`config.mk`:
```
export PLATFORM = sky130hd
export DESIGN_NAME = fir_sample_loader
export DESIGN_NICKNAME = d
export VERILOG_FILES = /design/src/rtl/fir_sample_loader.sv
export SDC_FILE = /design/constraint.sdc
export NUM_CORES = 1
export LEC_CHECK = 0
export BUFFER_PORTS_ARGS = -buffer_cell sky130_fd_sc_hd__buf_2
export CAP_MARGIN = 5
export CORE_MARGIN = 3
export CORE_UTILIZATION = 44
export CTS_CLUSTER_SIZE = 40
export DETAILED_ROUTE_END_ITERATION = 12
export GPL_ROUTABILITY_DRIVEN = 0
export PLACE_DENSITY = 0.72
export SETUP_SLACK_MARGIN = 0.4
export SLEW_MARGIN = 30
export SYNTH_ARGS = -nofsm -noshare
export SYNTH_HDL_FRONTEND = slang
export SYNTH_SLANG_ARGS = --single-unit
```
`constraint.sdc`:
```
create_clock -name clk -period 4.56 [get_ports clk]
set_clock_uncertainty 0.05 [all_clocks]
set_input_delay 0.456 -clock clk [delete_from_list [all_inputs] [get_ports clk]]
set_output_delay 0.456 -clock clk [all_outputs]
set_load 0.005 [all_outputs]
```
`src/rtl/fir_sample_loader.sv`:
```
// Pad-side loader for the FIR core: synchronises strobe/mode/data, steers bytes to a sample FIFO or the coefficient port.
// Optional build macro FIR_LDR_OVERWRITE_EN: a push into a full FIFO overwrites the oldest entry instead of dropping.
module fir_sample_loader #(
  parameter int DEPTH    = 4,
  parameter int NUM_TAPS = 8,
  parameter int DW       = 8,
  localparam int AW = (DEPTH > 1) ? $clog2(DEPTH) : 1,
  localparam int LW = $clog2(DEPTH + 1),
  localparam int IW = (NUM_TAPS > 1) ? $clog2(NUM_TAPS) : 1
) (
  input  logic          clk,
  input  logic          rst_n,
  input  logic          ena,
  input  logic [DW-1:0] data_in,
  input  logic          strobe,
  input  logic          mode,
  output logic [DW-1:0] sample_data,
  output logic          sample_valid,
  input  logic          sample_ready,
  output logic [DW-1:0] coeff_data,
  output logic [IW-1:0] coeff_idx,
  output logic          coeff_we,
  output logic          coeff_done,
  output logic [LW-1:0] fifo_level,
  output logic          overflow
);

  logic          r_strobe_s1, r_strobe_s2, r_strobe_s3;
  logic          r_mode_s1, r_mode_s2, r_mode_s3;
  logic [DW-1:0] r_data_s1, r_data_s2;

  logic [DW-1:0] r_mem [DEPTH];
  logic [AW-1:0] r_wr_ptr, r_rd_ptr;
  logic [LW-1:0] r_level;
  logic          r_valid;
  logic [DW-1:0] r_head;
  logic          r_overflow;

  logic [IW-1:0] r_idx;
  logic [DW-1:0] r_coeff_data;
  logic [IW-1:0] r_coeff_idx;
  logic          r_coeff_we;
  logic          r_coeff_done;

  logic          w_edge, w_mode_chg, w_push, w_cwr, w_pop, w_full;
  logic          w_wr_en, w_rd_adv, w_ovf_set;
  logic [AW-1:0] w_rd_next;
  logic [LW-1:0] w_level_next;
  logic [DW-1:0] w_head_next;
  logic [IW-1:0] w_idx_base;
  logic          w_idx_last;

  // The chain runs regardless of ena; only the edge detector is gated.
  always_ff @(posedge clk or negedge rst_n) begin
    if (!rst_n) begin
      r_strobe_s1 <= 1'b0;
      r_strobe_s2 <= 1'b0;
      r_strobe_s3 <= 1'b0;
      r_mode_s1   <= 1'b0;
      r_mode_s2   <= 1'b0;
      r_mode_s3   <= 1'b0;
      r_data_s1   <= '0;
      r_data_s2   <= '0;
    end else begin
      r_strobe_s1 <= strobe;
      r_strobe_s2 <= r_strobe_s1;
      r_strobe_s3 <= r_strobe_s2;
      r_mode_s1   <= mode;
      r_mode_s2   <= r_mode_s1;
      r_mode_s3   <= r_mode_s2;
      r_data_s1   <= data_in;
      r_data_s2   <= r_data_s1;
    end
  end

  assign w_edge     = r_strobe_s2 & ~r_strobe_s3 & ena;
  assign w_mode_chg = r_mode_s2 ^ r_mode_s3;
  assign w_push     = w_edge & ~r_mode_s2;
  assign w_cwr      = w_edge & r_mode_s2;
  assign w_pop      = r_valid & sample_ready;
  assign w_full     = (r_level == LW'(DEPTH));

  always_comb begin
    w_wr_en   = 1'b0;
    w_rd_adv  = w_pop;
    w_ovf_set = 1'b0;
    if (w_push) begin
      if (!w_full || w_pop) begin
        w_wr_en = 1'b1;
      end else begin
        w_ovf_set = 1'b1;
`ifdef FIR_LDR_OVERWRITE_EN
        w_wr_en  = 1'b1;
        w_rd_adv = 1'b1;
`endif
      end
    end
  end

  assign w_level_next = r_level + LW'(w_wr_en) - LW'(w_rd_adv);
  assign w_rd_next    = r_rd_ptr + AW'(w_rd_adv);

  // Head is registered; bypass the incoming byte when it lands in the next head slot.
  always_comb begin
    w_head_next = r_mem[w_rd_next];
    if (w_wr_en && (r_wr_ptr == w_rd_next)) begin
      w_head_next = r_data_s2;
    end
  end

  always_ff @(posedge clk or negedge rst_n) begin
    if (!rst_n) begin
      for (int unsigned i = 0; i < DEPTH; i++) begin
        r_mem[i] <= '0;
      end
      r_wr_ptr   <= '0;
      r_rd_ptr   <= '0;
      r_level    <= '0;
      r_valid    <= 1'b0;
      r_head     <= '0;
      r_overflow <= 1'b0;
    end else begin
      if (w_wr_en) begin
        r_mem[r_wr_ptr] <= r_data_s2;
        r_wr_ptr        <= r_wr_ptr + AW'(1);
      end
      r_rd_ptr <= w_rd_next;
      r_level  <= w_level_next;
      r_valid  <= (w_level_next != '0);
      r_head   <= w_head_next;
      if (w_ovf_set) begin
        r_overflow <= 1'b1;
      end
    end
  end

  // A mode change in the same cycle as an edge restarts the tap index before the write.
  assign w_idx_base = w_mode_chg ? '0 : r_idx;
  assign w_idx_last = (w_idx_base == IW'(NUM_TAPS - 1));

  always_ff @(posedge clk or negedge rst_n) begin
    if (!rst_n) begin
      r_idx        <= '0;
      r_coeff_data <= '0;
      r_coeff_idx  <= '0;
      r_coeff_we   <= 1'b0;
      r_coeff_done <= 1'b0;
    end else begin
      r_coeff_we <= w_cwr;
      if (w_cwr) begin
        r_coeff_data <= r_data_s2;
        r_coeff_idx  <= w_idx_base;
        r_idx        <= w_idx_last ? '0 : w_idx_base + IW'(1);
      end else if (w_mode_chg) begin
        r_idx <= '0;
      end
      if (w_cwr && w_idx_last) begin
        r_coeff_done <= 1'b1;
      end else if (w_mode_chg) begin
        r_coeff_done <= 1'b0;
      end
    end
  end

  assign sample_data  = r_head;
  assign sample_valid = r_valid;
  assign fifo_level   = r_level;
  assign overflow     = r_overflow;
  assign coeff_data   = r_coeff_data;
  assign coeff_idx    = r_coeff_idx;
  assign coeff_we     = r_coeff_we;
  assign coeff_done   = r_coeff_done;

endmodule

```
==> metrics.txt, run 1 <==
outcome completed; WS Path Type flop to flop; H-Tree Depth 3; Syn Nets 250; Synth cell types 24; CTS buffer count 9; layout cells sized above 1 35.2%; GRT Total Usage between 10 and 15%; Core Rows 31; largest net degree at the start of global routing ~90; post-synthesis sequential area ratio between 60% and 70%; Starting Density a little under half; Post-DRT Antenna Nets 0; routed wire length per instance ~15 um; Clock Tree Root clkbuf_8; Hold Vio Cnt, Final 0; Post-route DRC 0; yosys warns 0; most frequent cells in the layout dfrtp_1 (87), buf_2 (38), nand2_1 (34), mux2_2 (32), inv_1 (11); pwr dens around 590 nW/um^2; min cycle time layout approximately 2.9 ns; Critical Path, Cell by Cell nand4bb_4, a31oi_1, inv_1, ha_1, inv_1, ha_1, fa_1, xnor2_1, xnor2_1, or3_1; Post-Route WL approximately 5500 um; Min-Delay Path Class input port to asynchronous set/reset pin; first-pass GRT wire length a little under 9000 um; CP startpoint kind flop; Period Utilization, post-route between 60% and 70%; diode count 0; GRT overflow 0; Worst slew margin 49.9%; Max Cap Viol 0; Setup crit start r_mode_s2; Die ar. a little under 9000 sq um; Layout Cells excl Fill 372; DRT Pass-1 Iters 6; post-detail-place hpwl between 3000 and 4000 um; Port Buffers 39; Layout Area Growth over Synthesis 14.1%; Worst Slack Setup Final around 1.7 ns; antenna violations before repair 0; Post-Route Utilization between 50 and 60%; reg-to-reg critical path startpoint r_mode_s2; setup bufs post-CTS 0; number of clock sinks between 80 and 90; final net count ~300; most common cell after layout, fill and taps aside dfrtp_1; number of synthesized register bits 87; peak supply drop around 0.00026 V; WP data required roughly 4.7 ns; Worst Path Arrival roughly 3 ns; CP Max Fanout 9; CP max stage delay about 0.5 ns; post-route setup TNS 0 ns; drt initial violations 54; RSZ-0062 raised after global routing no; die height 94.6 um; overall power 2.34 mW; core box area roughly 7400 sq um; vias in the first global route 1792; CTS tree yes; Max Fclk ~340 MHz; Worst-path clk slew roughly 0.090 ns; Worst Setup End Kind flop; Setup WS pre-CTS approximately 1.6 ns; Vias 1788; Final Setup Violations 0; clock latency on the worst-skew pair 0.34 ns; CTS resizes 0; Leakage 1.97 nW; synthesized area roughly 3500 sq um; Post-Syn Area per Cell around 15 sq um; routed vias/inst a little under 5; Worst path slowest cell a31oi_1; worst slew pin tran 0.752 ns; I/O pins 40; Syn Inst Count 226; clk buf depth 2; die width 94.6 um; Final Max Slew Viols 0; Post-Place Cells between 300 and 400; hold_buf cts 0; number of fill cells about 650
[layer usage]
| metal | routed length, um | part of all wire, % | GRT usage, % | vias to the layer above |
|---|---|---|---|---|
| li1 | - | - | - | 853 |
| met1 | 2360 | 43 | 16.0 | 902 |
| met2 | 2920 | 53 | 22.9 | 28 |
| met3 | 186 | 3.4 | 3.35 | 5 |
| met4 | 61 | 1.1 | 6.49 | 0 |
| met5 | 0 | 0 | 0 | - |
[critical path: cells and delay by family (launching register included)]
family / cells / cell delay [ns]
flip-flops: 1 / 0.43
adder cells (fa/ha/maj): 3 / 0.85
XOR/XNOR: 2 / 0.30
AO/OA/AOI/OAI: 1 / 0.50
AND/OR/NAND/NOR: 2 / 0.52
buffers and inverters: 2 / 0.14
[synthesized netlist by cell type]
cell | number | area, sq um
dfrtp_1 | 87 | 2180
nand2_1 | 34 | 128
mux2_2 | 32 | 360
inv_1 | 11 | 41.3
ha_1 | 9 | 113
mux2_4 | 8 | 120
mux4_1 | 8 | 210
xnor2_1 | 7 | 61.3
o21ai_0 | 6 | 30.0
and2_1 | 4 | 25.0
buf_4 | 4 | 30.0
buf_6 | 2 | 22.5
clkbuf_1 | 2 | 7.51
nand3_1 | 2 | 10.0
a22o_1 | 1 | 8.76
a31oi_1 | 1 | 6.26
and3_1 | 1 | 6.26
fa_1 | 1 | 20.0
nand4bb_4 | 1 | 27.5
nor2_1 | 1 | 3.75
nor2b_1 | 1 | 6.26
o21bai_1 | 1 | 7.51
or3_1 | 1 | 6.26
xor2_4 | 1 | 27.5
[flip-flops by register name, summed over array words and instances (netlist names)]
signal / flops
sample_valid: 1
fifo_level: 3
r_idx: 3
r_mem: 32
r_data_s2: 8
coeff_done: 1
coeff_we: 1
r_strobe_s3: 1
r_strobe_s1: 1
r_mode_s3: 1
coeff_data: 8
r_rd_ptr: 2
r_mode_s2: 1
sample_data: 8
r_strobe_s2: 1
coeff_idx: 3
r_mode_s1: 1
r_wr_ptr: 2
overflow: 1
r_data_s1: 8
[worst paths after layout]
path	to	cells past startpoint	slack (ns)
min in group clk	r_data_s1[1]	1	0.16
min reg2reg	r_data_s2[7]	0	0.30
max reg2reg	sample_valid	10	1.66
min	sample_data[5]	1	0.11
max	sample_valid	10	1.66
max in group asynchronous	r_mem[17]	1	3.84
[power by group]
group | internal [mW] | switching [mW]
registers | 0.988 | 0.110
logic | 0.410 | 0.246
clock network | 0.324 | 0.263
total | 1.72 | 0.620
[metrics by stage]
| stage | hold WS [ns] | cell area [sq um] |
|---|---|---|
| CTS | 0.130 | 3940 |
| floorplan | 0.110 | 3460 |
| global placement | 0.282 | 3720 |
| finish | 0.108 | 3940 |
| detailed placement | 0.285 | 3720 |
| global route | 0.139 | 3940 |
[cells by family (layout without fill, tap and decap cells)]
group                    count (synthesis)  after routing  share of synthesized area, %
AO/OA/AOI/OAI                            9              9                          1.52
XOR/XNOR                                 8              8                          2.57
adder cells (fa/ha/maj)                 10             10                          3.84
buffers and inverters                   19             66                          2.93
flip-flops                              87             87                          63.0
multiplexers                            48             48                          20.0
AND/OR/NAND/NOR                         45             45                          6.16
[final cells by class]
| class | count | area [sq um] | area share [%] |
|---|---|---|---|
| multi-input combinational | 120 | 1180 | 29.9 |
| clock buffer | 11 | 141 | 3.59 |
| tap | 99 | 124 | 3.14 |
| clock inverter | 5 | 81.3 | 2.06 |
| inverter | 11 | 41.3 | 1.05 |
| sequential | 87 | 2180 | 55.2 |
| timing repair buffer | 39 | 201 | 5.11 |
Note: power is estimated with default switching activity, not from simulation.
==> inputs of run 2 (changes only) <==
==> constraint.sdc (replaced) <==
create_clock -name clk -period 2.8 [get_ports clk]
set_clock_uncertainty 0.05 [all_clocks]
set_input_delay 0.28 -clock clk [delete_from_list [all_inputs] [get_ports clk]]
set_output_delay 0.28 -clock clk [all_outputs]
set_load 0.005 [all_outputs]
==> run 2 against run 1 <==
Core utilization rose by 2.5 points. Largest cell class unchanged. Sequential power up 63%. Highest routed layer unchanged. Critical path type unchanged. Critical endpoint unchanged. Non-clock buffer count rose by 21. Critical path depth stayed put.
==> metrics.txt, run 2 (synthesis results as in run 1) <==
CTS tree yes; H-Tree Depth 3; WP data required a little under 3 ns; antenna violations before repair 0; number of clock sinks 87; RSZ-0062 raised after global routing yes; CP startpoint kind flop; Min-Delay Path Class input port to flop; clock power share a little under a quarter; largest net degree at the start of global routing 44; Period Utilization, post-route just under 90%; pwr dens 916 nW/um^2; worst slew pin tran between 0.5 and 0.6 ns; most frequent cells in the layout dfrtp_1 (87), buf_2 (38), nand2_1 (34), mux2_2 (32); FF+latch area ~2200 sq um; Max Cap Viol 0; post-detail-place hpwl 3670 um; Vias around 1900; Starting Density ~46%; Port Buffers 39; Post-Route WL 5550 um; vias in the first global route roughly 1900; GRT overflow 0; core box area 7450 sq um; GRT Total Usage between 10% and 20%; number of flip-flops in the largest register 32; CP Max Fanout 2; first-pass GRT wire length approximately 9500 um; Core Rows 31; WS Path Type flop to flop; Reg with most FFs r_mem; I/O pins 40; diode count 0; clock latency on the worst-skew pair 0.36 ns; Min Hold Slack roughly 0.20 ns; die width approximately 95 um; routed wire length per instance around 14 um; Post-Place Cells about 360; most common cell after layout, fill and taps aside dfrtp_1; die height between 90 and 100 um; Post-route DRC 0; share of power burned in registers a little under half; CTS buffer count 9; clk buf depth 2; peak supply drop 0.000330 V; layout cells sized above 1 37.4%; combinational share of power approximately 29%; drt initial violations 52; Post-DRT Antenna Nets 0; Clock Tree Root clkbuf_8; Worst-path clk slew roughly 0.080 ns; Worst Path Arrival about 2.6 ns; outcome completed; DRT Pass-1 Iters 4; Max Fclk between 400 and 500 MHz; Layout Cells excl Fill 393; min cycle time layout 2.44 ns; Internal around 2.7 mW; number of fill cells between 600 and 700; Final Max Slew Viols 0; Leakage between 2 and 2.5 nW; post-route setup TNS 0 ns; Hold Vio Cnt, Final 0; Worst Setup End Kind flop; Layout Area Growth over Synthesis 19.4%; Die ar. roughly 9000 sq um; switch share around 28%; final net count between 300 and 400; Worst slew margin 65.6%; Final Setup Violations 0; area of the multi-input gates approximately 1200 sq um; routed vias/inst roughly 4.8; switching power total ~1.0 mW
-- run 2: power groups by stage --
stage	Sequential (mW)	Combinational, mW	Clock, mW
final	1.79	1.11	0.884
after global routing	1.84	1.24	0.975
after CTS	1.80	1.12	0.915
after detailed placement	1.83	1.11	0
after global placement	1.81	1.07	0
after floorplan	1.79	0.843	0
-- run 2: repair_timing --
item | in CTS | in global routing
gates resized for setup | 0 | 1
buffers inserted | 2 | 2
hold buffers | 11 | 0
hold endpoints to repair | 51 | 0
pin swaps | 0 | 0
endpoints found under the setup margin | 1 | 3
-- run 2: cell type report --
| type | instances | area share [%] |
|---|---|---|
| clock buffers | 9 | 3.00 |
| flip-flops and latches | 87 | 52.7 |
| repair buffers | 60 | 9.28 |
| clock inverters | 7 | 1.97 |
| well taps | 99 | 3.00 |
| inverters | 11 | 1.00 |
| multi-input cells | 120 | 29.0 |
-- run 2: worst max-delay path, cell delays in order, from the launching register on --
cell,delay [ns]
dfrtp_1,0.38
nand4bb_4,0.25
a31oi_4,0.16
inv_1,0.06
ha_1,0.27
inv_1,0.04
ha_1,0.18
fa_2,0.34
xnor2_1,0.14
xnor2_1,0.14
or3_1,0.31
-- run 2: final timing paths --
check                        startpoint      endpoint  slack (ns)  cells past startpoint
max in group asynchronous         rst_n  r_data_s1[5]        1.59                      3
setup reg to reg              r_mode_s2  sample_valid        0.36                     10
setup / recovery              r_mode_s2  sample_valid        0.36                     10
hold reg to reg            r_data_s1[4]  r_data_s2[4]        0.30                      0
hold / removal                      ena      overflow        0.20                      3
min in group asynchronous         rst_n  r_data_s2[6]        0.38                      2
-- run 2: per-layer routing --
metal,up-vias,part of all wire [%],GRT usage [%],wire length [um]
met1,935,42,16.7,2360
met3,10,4.3,5.02,240
li1,896,-,-,-
met2,30,52,24.4,2860
met5,-,0,0,0
met4,0,1.7,5.77,92
-- run 2: per-stage QoR --
stage | cell area (sq um) | worst slack [ns] | total power [mW] | utilization [%]
after floorplan | 3470 | 0.338 | 2.63 | -
after global placement | 3780 | 0.375 | 2.88 | 50.8
after detailed placement | 3780 | 0.310 | 2.93 | 50.8
after CTS | 4110 | 0.363 | 3.83 | 55.2
after global routing | 4130 | 0.253 | 4.05 | 55.4
final | 4130 | 0.363 | 3.78 | 55.4
